## src/rtl/powerup_scheduler.sv

```systemverilog
// powerup_scheduler: arbitrates one shared power-up between player 1 and player 2,
// once per frame. Sequence per use: grant -> ACTIVE window -> optional HOLD (phase
// only, while the owner still overlaps a wall) -> COOLDOWN -> IDLE.
//
// Optional feature macro: POWERUP_STACK_EN
//   defined   : an owner request of the latched type during ACTIVE reloads the window.
//   undefined : every request outside IDLE is dropped.
//
// Ports:
//   frame_clk, Reset          frame clock, synchronous active-high reset
//   pN_req, pN_type           pickup request and type (0 = boost, 1 = phase)
//   pN_onWall                 player N overlaps a wall tile (only owner's is used)
//   pN_speedBoost_active      boost enable to player N
//   pN_wallPhase_active       phase enable to player N
//   pN_grant                  one-frame pulse on a grant to player N
//   owner                     current or last owner (0 = P1, 1 = P2)
//   busy                      high in every state except IDLE
//   time_left                 remaining count of the ACTIVE or COOLDOWN window
module powerup_scheduler #(
  parameter int unsigned BOOST_FRAMES    = 300,
  parameter int unsigned PHASE_FRAMES    = 120,
  parameter int unsigned COOLDOWN_FRAMES = 180,
  parameter int unsigned CNT_W           = 10
) (
  input  logic             frame_clk,
  input  logic             Reset,
  input  logic             p1_req,
  input  logic             p1_type,
  input  logic             p2_req,
  input  logic             p2_type,
  input  logic             p1_onWall,
  input  logic             p2_onWall,
  output logic             p1_speedBoost_active,
  output logic             p1_wallPhase_active,
  output logic             p2_speedBoost_active,
  output logic             p2_wallPhase_active,
  output logic             p1_grant,
  output logic             p2_grant,
  output logic             owner,
  output logic             busy,
  output logic [CNT_W-1:0] time_left
);

  localparam int unsigned CNT_MAX = (32'd1 << CNT_W) - 32'd1;

  // Elaboration-time parameter legality checks
  if (CNT_W < 1 || CNT_W > 31) begin : g_bad_cnt_w
    $error("powerup_scheduler: CNT_W must be 1..31");
  end
  if (BOOST_FRAMES < 1 || BOOST_FRAMES > CNT_MAX) begin : g_bad_boost
    $error("powerup_scheduler: BOOST_FRAMES out of range");
  end
  if (PHASE_FRAMES < 1 || PHASE_FRAMES > CNT_MAX) begin : g_bad_phase
    $error("powerup_scheduler: PHASE_FRAMES out of range");
  end
  if (COOLDOWN_FRAMES > CNT_MAX + 1) begin : g_bad_cool
    $error("powerup_scheduler: COOLDOWN_FRAMES out of range");
  end

  localparam logic [CNT_W-1:0] BOOST_LOAD = CNT_W'(BOOST_FRAMES - 1);
  localparam logic [CNT_W-1:0] PHASE_LOAD = CNT_W'(PHASE_FRAMES - 1);
  localparam logic [CNT_W-1:0] COOL_LOAD  =
    CNT_W'((COOLDOWN_FRAMES == 0) ? 0 : COOLDOWN_FRAMES - 1);

  typedef enum logic [1:0] {
    S_IDLE     = 2'd0,
    S_ACTIVE   = 2'd1,
    S_HOLD     = 2'd2,
    S_COOLDOWN = 2'd3
  } state_t;

  state_t           state_q, state_d;
  logic [CNT_W-1:0] cnt_d;
  logic             owner_d;
  logic             type_q, type_d;
  logic             rr_q, rr_d;      // 0 favours P1 on a tie, 1 favours P2
  logic             win;
  logic             go_cool;
  logic             en_d;
  logic             p1_grant_d, p2_grant_d;
  logic             owner_on_wall;
  logic             stack_hit;

  assign owner_on_wall = owner ? p2_onWall : p1_onWall;

  // Owner re-requesting the same type while the window is running
`ifdef POWERUP_STACK_EN
  assign stack_hit = (owner ? p2_req : p1_req) && ((owner ? p2_type : p1_type) == type_q);
`else
  assign stack_hit = 1'b0;
`endif

  // Next-state, counter and output logic
  always_comb begin
    state_d    = state_q;
    cnt_d      = time_left;
    owner_d    = owner;
    type_d     = type_q;
    rr_d       = rr_q;
    win        = 1'b0;
    go_cool    = 1'b0;
    p1_grant_d = 1'b0;
    p2_grant_d = 1'b0;

    case (state_q)
      S_IDLE: begin
        if (p1_req || p2_req) begin
          // Tie goes to the favoured player; the pointer then favours the loser
          win = (p1_req && p2_req) ? rr_q : p2_req;
          if (p1_req && p2_req) rr_d = ~win;
          owner_d    = win;
          type_d     = win ? p2_type : p1_type;
          cnt_d      = type_d ? PHASE_LOAD : BOOST_LOAD;
          p1_grant_d = ~win;
          p2_grant_d = win;
          state_d    = S_ACTIVE;
        end
      end
      S_ACTIVE: begin
        if (stack_hit) begin
          cnt_d = type_q ? PHASE_LOAD : BOOST_LOAD;
        end else if (time_left != '0) begin
          cnt_d = time_left - CNT_W'(1);
        end else if (type_q && owner_on_wall) begin
          state_d = S_HOLD;
        end else begin
          go_cool = 1'b1;
        end
      end
      S_HOLD: begin
        // Never release a phasing player while still inside a wall
        if (!owner_on_wall) go_cool = 1'b1;
      end
      S_COOLDOWN: begin
        if (time_left != '0) cnt_d = time_left - CNT_W'(1);
        else                 state_d = S_IDLE;
      end
      default: state_d = S_IDLE;
    endcase

    if (go_cool) begin
      if (COOLDOWN_FRAMES == 0) begin
        state_d = S_IDLE;
        cnt_d   = '0;
      end else begin
        state_d = S_COOLDOWN;
        cnt_d   = COOL_LOAD;
      end
    end

    en_d = (state_d == S_ACTIVE) || (state_d == S_HOLD);
  end

  // State and registered outputs
  always_ff @(posedge frame_clk) begin
    if (Reset) begin
      state_q              <= S_IDLE;
      time_left            <= '0;
      owner                <= 1'b0;
      type_q               <= 1'b0;
      rr_q                 <= 1'b0;
      busy                 <= 1'b0;
      p1_grant             <= 1'b0;
      p2_grant             <= 1'b0;
      p1_speedBoost_active <= 1'b0;
      p1_wallPhase_active  <= 1'b0;
      p2_speedBoost_active <= 1'b0;
      p2_wallPhase_active  <= 1'b0;
    end else begin
      state_q              <= state_d;
      time_left            <= cnt_d;
      owner                <= owner_d;
      type_q               <= type_d;
      rr_q                 <= rr_d;
      busy                 <= (state_d != S_IDLE);
      p1_grant             <= p1_grant_d;
      p2_grant             <= p2_grant_d;
      p1_speedBoost_active <= en_d & ~owner_d & ~type_d;
      p1_wallPhase_active  <= en_d & ~owner_d &  type_d;
      p2_speedBoost_active <= en_d &  owner_d & ~type_d;
      p2_wallPhase_active  <= en_d &  owner_d &  type_d;
    end
  end

endmodule

```

## config.mk

```make
export PLATFORM = sky130hd
export DESIGN_NAME = powerup_scheduler
export DESIGN_NICKNAME = d
export VERILOG_FILES = /design/src/rtl/powerup_scheduler.sv
export SDC_FILE = /design/constraint.sdc
export NUM_CORES = 1
export LEC_CHECK = 0
export BUFFER_PORTS_ARGS = -buffer_cell sky130_fd_sc_hd__buf_2
export CORE_MARGIN = 2
export CORE_UTILIZATION = 48
export CTS_BUF_LIST = sky130_fd_sc_hd__clkbuf_4 sky130_fd_sc_hd__clkbuf_8 sky130_fd_sc_hd__clkbuf_16
export DETAILED_ROUTE_END_ITERATION = 8
export GPL_ROUTABILITY_DRIVEN = 0
export PLACE_DENSITY = 0.74
export SYNTH_ARGS = -nofsm -noshare
export SYNTH_HDL_FRONTEND = slang
export SYNTH_SLANG_ARGS = --single-unit
```

## constraint.sdc

```tcl
create_clock -name frame_clk -period 2.14 [get_ports frame_clk]
set_input_delay 0.214 -clock frame_clk [delete_from_list [all_inputs] [get_ports frame_clk]]
set_output_delay 0.214 -clock frame_clk [all_outputs]
set_load 0.05 [all_outputs]
```

# Word level (Yosys, flattened, before mapping)
# Index checks and enable logic that the tools add are counted.
[classes]
addsub = 1
n_eq_ne = 9
n_mux = 22
bitwise = 11
n_reduce_logical = 15
[op_table]
columns = ["cell", "n"]
rows = [
  ["two-way mux 10 bit", 2],
  ["case mux 10 bit (2 select lines)", 1],
  ["two-way mux 1 bit", 10],
  ["two-way mux 2 bit", 5],
  ["nonzero test 10 bit", 1],
  ["subtractor 10 x 1 -> 10 bit (second input constant)", 1],
  ["two-way mux 9 bit", 1],
  ["AND reduction 3 bit", 3],
  ["two-way mux 8 bit", 1],
  ["bitwise AND 1 bit", 6],
  ["== test 2 bit (second input constant)", 3],
  ["case mux 2 bit (3 select lines)", 1],
  ["inverter 1 bit", 5],
  ["== test 2 x 1 -> 1 bit (second input constant)", 2],
  ["nonzero test 2 bit", 2],
  ["OR reduction 2 bit", 2],
  ["inequality test 3 x 1 -> 1 bit (second input constant)", 1],
  ["inequality test 3 bit (second input constant)", 1],
  ["nonzero test 3 bit", 1],
  ["OR reduction 3 bit", 1],
  ["logical AND 1 bit", 2],
  ["logical NOT 2 bit", 1],
  ["logical OR 1 bit", 2],
  ["inequality test 2 x 1 -> 1 bit (second input constant)", 1],
  ["2 further kinds", 2],
]
[totals]
register_bits = 22
in_bits = 8
output_inout_bits = 18
wordCells = 71

# Longest topological paths before layout
[depth]
depth_word = 10
mapped_depth = 10

# Worst setup path before layout
# No wires, ideal clock.
[synth_path]
path_kind = "flip-flop to flip-flop"
startpoint = "reg time_left[0]"
endpoint = "reg p2_speedBoost_active"
setup_ps = 135
arrival_time_ps = 2368
path_slack_ps = -363
path_stages_with_launch = 9
path_buffers = 0
path_cell_list = "dfxtp_1 inv_1 ha_1 nor3b_1 and3_1 a41oi_4 and4_1 ha_1 nor4b_1"
[synth_via]
elab_chain_len = 8
[synth_rtl]
columns = ["item", "line_no", "source"]
rows = [
  ["from (decl)", "41", "output logic [CNT_W-1:0] time_left"],
  ["from (signal assigned)", "171", "time_left <= cnt_d;"],
  ["nonzero test 10 bit *", "122, 135", ""],
  ["two-way mux 2 bit, or another cell as far along", "135", "if (time_left != '0) cnt_d = time_left - CNT_W'(1);"],
  ["case mux 2 bit (3 select lines) / case mux 1 bit (2 select lines) (equally long branches)", "105", "case (state_q)"],
  ["two-way mux 2 bit *", "141", "if (go_cool) begin"],
  ["== test 2 x 1 -> 1 bit / == test 2 bit (equally long branches)", "151", "en_d = (state_d == S_ACTIVE) || (state_d == S_HOLD);"],
  ["logical OR 1 bit *", "151", ""],
  ["bitwise AND 1 bit * (2 in series)", "180", "p2_speedBoost_active <= en_d & owner_d & ~type_d;"],
  ["to (signal assigned)", "180", ""],
  ["to (decl)", "35", "output logic p2_speedBoost_active,"],
]
# Mark *: on every way between the ends. The rest lies on a longest branch, timed or not.
# A chain may end at the register's enable or synchronous reset.

# Final worst setup path
[layout_path]
startpoint = "reg time_left[0]"
endpoint = "reg p1_wallPhase_active"
[layout_via]
elab_chain_len = 8
[layout_rtl]
columns = ["item", "line_no", "source"]
rows = [
  ["nonzero test 10 bit *", "122, 135", ""],
  ["two-way mux 2 bit, or another cell as far along", "135", ""],
  ["case mux 2 bit (3 select lines) / case mux 1 bit (2 select lines) (equally long branches)", "105", ""],
  ["two-way mux 2 bit *", "141", ""],
  ["== test 2 x 1 -> 1 bit / == test 2 bit (equally long branches)", "151", ""],
  ["logical OR 1 bit *", "151", ""],
  ["bitwise AND 1 bit * (2 in series)", "179", "p1_wallPhase_active <= en_d & ~owner_d & type_d;"],
  ["to (signal assigned)", "179", ""],
  ["to (decl)", "34", "output logic p1_wallPhase_active,"],
]
# Marked as above.

==> results.py <==
metrics = {
    "status": {
        "status": "finished clean",
    },
    "finish": {
        "final_nets": 202,
        "drive_above_1_share_pct": 34.9,
        "areaGrowthSynthToFinish_pct": 25.7,
        "n_antenna_cell": 0,
        "final_cell_area_um2": 1640,
    },
    "run": {
        "maxCapViolations": 0,
    },
    "global_routing": {
        "grtUsageTotal_pct": 22.2,
        "grt_antenna_before_repair": 0,
        "gr-total-overflow": 0,
        "first_global_vias": 1209,
        "grt_pass1_wl_mm": 5.60,
        "grt_max_degree": 19,
    },
    "placed_design": {
        "dp_hpwl_mm": 2.54,
        "port_buffers": 25,
        "dpl_cell_area_um2": 1540,
    },
    "critical_path": {
        "worstRegToRegCells": 9,
        "critPathMaxFanout": 5,
        "critical_path_arrival_ns": 2.29,
        "rrSetupSlack_ns": 0.11,
        "rr_endpoint": "p1_wallPhase_active",
        "cp-start-kind": "register",
        "crit_type": "register to register",
        "crit_required_ns": 2.40,
        "critPathCapture": "p1_wallPhase_active",
        "crit_start": "time_left[0]",
        "reg2reg_from": "time_left[0]",
        "endpoint_kind": "register",
    },
    "logic_synthesis": {
        "synth_top_area_cell": "dfxtp_1",
        "synth-seq-cells": 22,
        "yosys-top-cells-area": "dfxtp_1 34%, ha_1 6.7%, nor2_1 4.9%",
        "synth_warnings": 0,
        "synth_ff_type": "dfxtp_1",
        "synth_top_cell_area_share_pct": 33.7,
        "yosysUniqueCellTypes": 44,
        "syn_area_per_cell_um2": 8.71,
        "netlist_instances": 150,
        "synth-seq-area-share_pct": 33.7,
        "synthArstFlopShare_pct": 0,
        "syn_nets": 165,
        "synth_edf_count": 0,
        "synth_area_um2": 1310,
    },
    "clock_network": {
        "cts_max_level": 1,
        "insertion_delay_ns": 0.32,
        "cts.clk_slew.worst_paths_ns": 0.13,
        "cts_made_buffers": 3,
        "cts_tree": "built",
        "clockBufferDepth": 2,
        "root_buffer": "clkbuf_4",
        "clock-sinks": 22,
        "hold_buffers": 0,
    },
    "route": {
        "avgViaCountPerCell": 6.15,
        "drt-initial-drc-count": 76,
        "drcViolationCount": 0,
        "first_pass_iters": 4,
        "vias": 1328,
        "routedWlPerCell_um": 16.3,
        "ant_nets": 0,
        "wl_mm": 3.52,
    },
    "timing": {
        "hold_viol_final": 0,
        "setup_viol": 0,
        "setup-tns-final_ns": 0,
        "tightest_slew_ns": 0.567,
        "timing.fmax_mhz": 492,
        "relSlewSlack_pct": 61.9,
        "layout_min_cycle_time_ns": 2.03,
        "grt_setup_unrepaired": "no",
        "fin_skew_ns": 0.00600,
        "slew_viol_final": 0,
        "min_period_over_period_pct": 95.0,
    },
    "min_path": {
        "hp-class": "input port to register",
    },
    "floorplan": {
        "fp-row-count": 18,
        "start_util_pct": 51.8,
        "pin_count": 26,
        "core_area_um2": 2520,
        "dieArea_um2": 3150,
        "die_h_um": 56.2,
        "die_w_um": 56.2,
    },
    "power_and_ir_drop": {
        "ir_worst_vdd_mv": 0.635,
        "finalPower_mw": 1.66,
        "power_density_nw_per_um2": 1010,
        "leakagePower_nw": 0.690,
    },
}
-- report_power, final --
part,total (mW),switching (mW),internal [mW]
logic,0.832,0.531,0.301
registers,0.544,0.0679,0.476
clock network,0.281,0.138,0.143
-- registers in the layout, summed over array words and instances (netlist names) --
register and flops:
time_left 10, p2_grant 1, p1_speedBoost_active 1, p1_wallPhase_active 1, rr_q 1, owner 1
p1_grant 1, busy 1, p2_wallPhase_active 1, type_q 1, state_q 2, p2_speedBoost_active 1
-- Yosys cell counts (2+ instances only) --
cell      count
dfxtp_1      22
o21a_1        3
a21boi_0      2
and2_1        2
nand3_1       5
a31oi_1       7
a21oi_1      10
nor3_1        6
o211ai_1      2
o221a_2       2
nand2_1       8
and3_1        2
o21ai_0      10
a211oi_1      2
nor4_4        2
ha_1          7
nand2b_1      2
nor3b_1       2
a21o_1        2
clkbuf_1      4
nor2b_1       3
inv_1         4
nor2_1       17
nand4_1       4
-- layer usage --
layer | share of wire [%] | vias to the layer above | GRT usage (%) | wire (µm)
met1 | 45 | 632 | 30.7 | 1580
met4 | 0.79 | 0 | 8.16 | 28
li1 | - | 634 | - | -
met3 | 6.8 | 5 | 3.02 | 240
met5 | 0 | - | 0 | 0
met2 | 48 | 57 | 35.1 | 1680
-- layout make-up --
| cell class | count | area, µm² |
|---|---|---|
| fill | 210 | 881 |
| tap | 30 | 37.5 |
| timing repair buffer | 37 | 215 |
| sequential | 22 | 454 |
| inverter | 4 | 15.0 |
| clock buffer | 4 | 47.5 |
| multi-input combinational | 119 | 872 |
-- placed cells by master, fill, tap and decap left out, types with 3 or more instances in the layout --
cell and count:
a21oi_1 10, nor2_1 17, o21ai_0 9, nand4_1 4, nor2b_1 3, buf_4 12
clkbuf_4 3, nand3_1 4, nor3_1 5, buf_2 25, dfxtp_2 5, a31oi_1 7
inv_1 4, nand2_1 8, o21a_1 3, dfxtp_1 15, ha_1 5
-- kinds of logic after synthesis --
group | count (synthesis) | synth area share [%]
buffers and inverters | 9 | 3.16
AND/OR/NAND/NOR | 60 | 26.3
flip-flops | 22 | 33.7
XOR/XNOR | 2 | 1.34
adder cells (fa/ha/maj) | 7 | 6.70
AO/OA/AOI/OAI | 48 | 27.1
multiplexers | 2 | 1.63
-- how the worst min path moves through the flow --
stage	startpoint	endpoint	slack (ns)	cells after the start
after floorplan	p2_req	p1_grant	0.31	1
after global placement	rr_q	p1_grant	0.47	1
after detailed placement	rr_q	p1_grant	0.47	1
after CTS	p2_req	p1_grant	0.14	2
after global routing	p2_req	p1_grant	0.15	2
final	p2_req	p1_grant	0.14	2
-- what timing repair did --
item | 4_1_cts | 5_1_grt
resized for setup | 0 | 9
setup endpoints to repair | 0 | 4
buffers inserted | 0 | 2
-- metrics by stage --
step	hold WS, ns	util [%]	cells	setup WS (ns)
after floorplan	0.311	-	150	0.0463
after global placement	0.471	60.9	210	0.137
after detailed placement	0.475	60.9	210	0.0436
after CTS	0.140	62.8	214	0.0128
after global routing	0.149	65.1	216	0.00741
final	0.142	65.1	216	0.106
-- worst max-delay path, cell delays in order (launching register included) --
cell	delay, ns
dfxtp_4	0.37
inv_1	0.08
ha_1	0.15
nor3b_4	0.26
and3_4	0.25
a31oi_1	0.09
o221a_2	0.27
ha_4	0.27
nand3b_1	0.09
nor2b_1	0.14
Note: power is estimated with default switching activity, not from simulation.
